`config.mk`:
```
export PLATFORM = sky130hd
export DESIGN_NAME = keypad_scan_ctrl
export DESIGN_NICKNAME = d
export VERILOG_FILES = /design/src/rtl/keypad_scan_ctrl.sv
export SDC_FILE = /design/constraint.sdc
export NUM_CORES = 1
export LEC_CHECK = 0
export ABC_AREA = 1
export CORE_ASPECT_RATIO = 0.6
export CORE_MARGIN = 3
export CORE_UTILIZATION = 50
export DETAILED_ROUTE_END_ITERATION = 10
export PLACE_DENSITY = 0.76
export SLEW_MARGIN = 20
export SYNTH_ARGS = -nofsm -noshare
export SYNTH_HDL_FRONTEND = slang
export SYNTH_SLANG_ARGS = --single-unit
```
`constraint.sdc`:
```
create_clock -name clk -period 1.4 [get_ports clk]
set_input_delay 0.28 -clock clk [delete_from_list [all_inputs] [get_ports clk]]
set_output_delay 0.28 -clock clk [all_outputs]
set_load 0.1 [all_outputs]
```
`src/rtl/keypad_scan_ctrl.sv`:
```
// Keypad scan controller: walks a 4x4 matrix one column at a time, debounces a
// single key and emits exactly one strobe per press, tracking held/released state.
module keypad_scan_ctrl #(
  parameter int unsigned SCAN_DIV = 16,
  parameter int unsigned DEBOUNCE = 4
) (
  input  logic       clk,
  input  logic       rst,
  input  logic [3:0] row_in,
  output logic [1:0] col_sel,
  output logic       col_en_n,
  output logic [3:0] key_code,
  output logic       key_valid,
  output logic       key_held,
  output logic [1:0] dbg_state_o
);

  localparam int unsigned   DW         = (SCAN_DIV > 1) ? $clog2(SCAN_DIV) : 1;
  localparam logic [DW-1:0] DWELL_LAST = DW'(SCAN_DIV - 1);
  localparam logic [3:0]    DEB        = 4'(DEBOUNCE);

  typedef enum logic [1:0] {
    ST_SCAN    = 2'd0,
    ST_CONFIRM = 2'd1,
    ST_HELD    = 2'd2
  } state_e;

  state_e        state_q, state_d;
  logic [3:0]    sync1_q, rs_q;
  logic [DW-1:0] dwell_q, dwell_d;
  logic [1:0]    col_q, col_d;
  logic          col_en_n_q;
  logic [1:0]    row_q, row_d;
  logic [3:0]    match_q, match_d;
  logic [3:0]    rel_q, rel_d;
  logic [3:0]    code_q, code_d;
  logic          valid_q, valid_d;
  logic          held_q, held_d;

  logic          sample;
  logic          single;
  logic          row_match;
  logic [1:0]    row_idx;

  // Multi-key patterns are deliberately not "single", so every state treats them as none.
  assign sample    = (dwell_q == DWELL_LAST);
  assign single    = (rs_q != 4'd0) && ((rs_q & (rs_q - 4'd1)) == 4'd0);
  assign row_match = single && (row_idx == row_q);

  always_comb begin
    row_idx = 2'd0;
    case (rs_q)
      4'b0001: row_idx = 2'd0;
      4'b0010: row_idx = 2'd1;
      4'b0100: row_idx = 2'd2;
      4'b1000: row_idx = 2'd3;
      default: row_idx = 2'd0;
    endcase
  end

  always_comb begin
    state_d = state_q;
    dwell_d = sample ? '0 : dwell_q + DW'(1);
    col_d   = col_q;
    row_d   = row_q;
    match_d = match_q;
    rel_d   = rel_q;
    code_d  = code_q;
    valid_d = 1'b0;
    held_d  = held_q;

    case (state_q)
      ST_SCAN: begin
        if (sample) begin
          if (single) begin
            row_d = row_idx;
            if (DEBOUNCE == 1) begin
              code_d  = {row_idx, col_q};
              valid_d = 1'b1;
              held_d  = 1'b1;
              match_d = 4'd0;
              state_d = ST_HELD;
            end else begin
              match_d = 4'd1;
              state_d = ST_CONFIRM;
            end
          end else begin
            col_d = col_q + 2'd1;
          end
        end
      end
      ST_CONFIRM: begin
        if (sample) begin
          if (row_match) begin
            if (match_q + 4'd1 == DEB) begin
              code_d  = {row_q, col_q};
              valid_d = 1'b1;
              held_d  = 1'b1;
              match_d = 4'd0;
              state_d = ST_HELD;
            end else begin
              match_d = match_q + 4'd1;
            end
          end else begin
            match_d = 4'd0;
            col_d   = col_q + 2'd1;
            state_d = ST_SCAN;
          end
        end
      end
      ST_HELD: begin
        // Any key activity, even a different key, restarts the release debounce.
        if (sample) begin
          if (!single) begin
            if (rel_q + 4'd1 == DEB) begin
              rel_d   = 4'd0;
              held_d  = 1'b0;
              col_d   = col_q + 2'd1;
              state_d = ST_SCAN;
            end else begin
              rel_d = rel_q + 4'd1;
            end
          end else begin
            rel_d = 4'd0;
          end
        end
      end
      default: begin
        state_d = ST_SCAN;
      end
    endcase
  end

  always_ff @(posedge clk) begin
    if (rst) begin
      state_q    <= ST_SCAN;
      sync1_q    <= 4'd0;
      rs_q       <= 4'd0;
      dwell_q    <= '0;
      col_q      <= 2'd0;
      col_en_n_q <= 1'b1;
      row_q      <= 2'd0;
      match_q    <= 4'd0;
      rel_q      <= 4'd0;
      code_q     <= 4'd0;
      valid_q    <= 1'b0;
      held_q     <= 1'b0;
    end else begin
      state_q    <= state_d;
      sync1_q    <= row_in;
      rs_q       <= sync1_q;
      dwell_q    <= dwell_d;
      col_q      <= col_d;
      col_en_n_q <= 1'b0;
      row_q      <= row_d;
      match_q    <= match_d;
      rel_q      <= rel_d;
      code_q     <= code_d;
      valid_q    <= valid_d;
      held_q     <= held_d;
    end
  end

  assign col_sel     = col_q;
  assign col_en_n    = col_en_n_q;
  assign key_code    = code_q;
  assign key_valid   = valid_q;
  assign key_held    = held_q;
  assign dbg_state_o = state_q;

endmodule

```
==> key figures <==
Clock network
  – CTS Root Buffer Type: clkbuf_8
  – Clk_lat worst skew: 0.28 ns
  – Hold buffer count at CTS: 0
  – TritonCTS Buffers: 5
  – Clock Path Buffers: 2
  – Clk slew on worst S/H paths: 0.07 ns
  – Level count of the clock H-tree: 2
  – Clock Sinks: 33
  – CTS tree: built

Die
  – DIE WIDTH: 79.2 um
  – Core Area: 2970 sq um
  – Die ar.: 3950 sq um
  – Die height: 49.9 um
  – Starting density of the core: 54.2%
  – Row count: 15
  – Top Ports: 17

Route
  – Detail Route Antenna Nets: 0
  – Vias post-DR: 1443
  – First-iteration detailed-routing DRC count: 101
  – Post-Route WL: 3.69 mm
  – Drt pass-1 iters: 4
  – # DRC: 0
  – Avg WL per Cell: 12.8 um
  – Vias per cell: 5.01

Power
  – Power, Total: 2.01 mW
  – PwrDens: 858 nW/um^2
  – Maximum vdd drop: 0.698 mV
  – LEAKAGE: 0.932 nW

Critical path
  – R2R Setup Slk: -0.06 ns
  – Bufs and invs on worst path: 2
  – Reg2Reg Capture Point: key_code[0]
  – CP max-delay cell: dfxtp_4
  – CP Class: flop to flop
  – CP Cell Sequence: buf_4 -> ha_1 -> inv_1 -> nor2_1 -> nand2_2 -> nor2_4 -> nand3_4 -> nand2_1 -> a21oi_1
  – Worst Setup Start Kind: flop
  – Reg-to-reg startpoint: match_q[0]
  – Worst setup EP type: flop
  – Reg2reg path depth: 9
  – Critical path arrival: 1.63 ns
  – Top Family by Delay on Critical Path: simple AND/OR/NAND/NOR gates
  – Critical Path RT: 1.57 ns
  – CP max FO: 5
  – Worst path max stage delay: 0.37 ns

Final layout
  – Filler cells: 203
  – P&R area growth vs syn: 45.8%
  – Final net count: 256
  – Fraction of layout cells with a size suffix above 1: 42.3%
  – Diode count: 0
  – Post-route cell area: 2340 sq um

Hold path
  – Hold path start: sync1_q[3]
  – Hold path endpoint: rs_q[3]
  – Hold path depth: 2
  – Min-delay worst type: flop to flop

Timing
  – Final number of setup-violating endpoints: 9
  – Final worst path period share: 104%
  – Tmin final: 1.46 ns
  – Max frequency: 687 MHz
  – Slew @ Worst Pin: 0.266 ns
  – Clock Skews: 0.00922 ns
  – Unrepaired setup endpoints after global routing: true
  – Final worst slack: -0.0564 ns
  – Final Hold Viols: 0
  – Slew Viols, Final: 0
  – Setup TNS: -0.281 ns
  – Slew margin rel.: 82.2%

GRT
  – Gr usage total: 21.1%
  – Vias in the first global route: 1449
  – Initial antenna violation count: 0
  – Largest net degree at the start of global routing: 14
  – First-pass GRT wire length: 6.47 mm
  – Grt total ovfl: 0

Yosys
  – Synthesized area per cell: 7.77 sq um
  – Post-synth EDFFs: 0
  – Top_reg_cell synth: dfxtp_1
  – Synth async-reset ratio: 0%
  – Synth Instances: 207
  – Synth Warn #: 0
  – Cell accounting for the most synthesized area: dfxtp_1
  – Seq/Total Area, Yosys: 41.1%
  – Most frequent cell after synthesis: nand2_1
  – Synth cell types: 25
  – Area share of the largest cell type after synthesis: 41.1%
  – Synthesized flop and latch total: 33
  – Synth top area cells: dfxtp_1 41%, nand2_1 7.9%, nor2_1 6.5%
  – Mapped Nets: 218
  – Synth Cell Area: 1610 sq um
  – Post-synth top cells: 34 x nand2_1, 33 x dfxtp_1, 28 x nor2_1, 25 x inv_1, 14 x a21oi_1

Placed design
  – Area after DPL: 2050 sq um
  – Buffers on Ports: 16
  – Placer Congestion: 0.828
  – HPWL after DPL: 2.43 mm

Outcome
  – Failing checks: setup timing
  – Status: finished, violations left

Run
  – Max_cap viols: 0
## layer usage
layer  track usage [%]  up-vias  wire, um
li1                  -      743         -
met2              32.1       38      1660
met4              8.57        0        65
met5                 0        -         0
met1              27.5      654      1780
met3              6.93        8       188
## where the power goes
part           total, mW  switching (mW)  internal, mW
clock              0.862           0.355         0.507
combinational      0.177           0.108        0.0692
sequential         0.972          0.0189         0.953
## worst reg2reg max path, stage by stage, from the launching register on
cell and delay, ns:
dfxtp_4 0.37, buf_4 0.12, ha_1 0.16, inv_1 0.04
nor2_1 0.12, nand2_2 0.11, nor2_4 0.18, nand3_4 0.10
nand2_1 0.07, a21oi_1 0.07
## kinds of logic (layout without fill, tap and decap cells)
kind of cell,Yosys count,in the layout,share of synthesized area (%)
xor gates and xnor gates,6,6,3.27
DFF,33,33,41.1
buffers and inverters,31,70,7.55
adders and majority gates,5,5,3.89
AOI/OAI and AO/OA,28,28,10.5
and+or+nand+nor,104,104,33.7
## cells in the final DEF (no fill, tap or decap), types with 3 or more instances in the layout
cell type,instances
nor2_1,26
nand2_1,25
inv_1,24
dfxtp_1,18
buf_4,17
nand2_2,13
a21oi_1,13
dfxtp_2,11
buf_12,11
nor2_4,9
nand3_1,9
nand4_1,8
clkbuf_8,6
nand3_2,5
clkdlybuf4s50_1,5
inv_2,4
o21ai_1,4
a21oi_2,4
dfxtp_4,4
nand2_4,3
nor2_2,3
xor2_1,3
nand3_4,3
ha_4,3
## timing repair
| action | CTS | global route |
|---|---|---|
| pin swaps | 16 | 8 |
| setup buffers | 2 | 1 |
| gates resized for setup | 24 | 22 |
| hold endpoints to repair | 0 | 0 |
| setup endpoints to repair | 19 | 20 |
## state kept, by name, summed over array words and instances (netlist names), 2 cells and up
register and cells:
col_sel 2, match_q 4, rs_q 4, rel_q 4, key_code 4, dwell_q 4
dbg_state_o 2, sync1_q 4, row_q 2
## stage by stage
step / worst slack (ns) / instances / utilization [%] / hold slack (ns)
after global routing: -0.148 / 288 / 79.1 / 0.420
after floorplan: -0.00565 / 207 / - / 0.308
after global placement: -0.0399 / 277 / 69.0 / 0.392
after CTS: -0.0790 / 287 / 76.0 / 0.398
final: -0.0564 / 288 / 79.1 / 0.398
after detailed placement: -0.0990 / 277 / 69.0 / 0.395
## area by class of cell
class                           count  area, sq um  share of cell area [%]
Multi-Input combinational cell    143          976                    41.6
Sequential cell                    33          689                    29.4
Timing Repair Buffer               33          398                    17.0
Inverter                           29          114                    4.86
Clock buffer                        7          108                    4.59
Tap cell                           42         52.6                    2.24
Clock inverter                      1         7.51                   0.320
## worst max-delay path by stage
stage,cells after the start,startpoint,to,slack (ns)
2_1_floorplan,8,dbg_state_o[1],rel_q[0],-0.006
3_3_place_gp,9,match_q[0],dbg_state_o[0],-0.04
3_5_place_dp,8,dwell_q[0],col_sel[1],-0.1
4_1_cts,9,rel_q[1],col_sel[1],-0.08
5_1_grt,10,rs_q[2],key_code[0],-0.15
6_report,9,match_q[0],key_code[0],-0.06
Note: power is estimated with default switching activity, not from simulation.
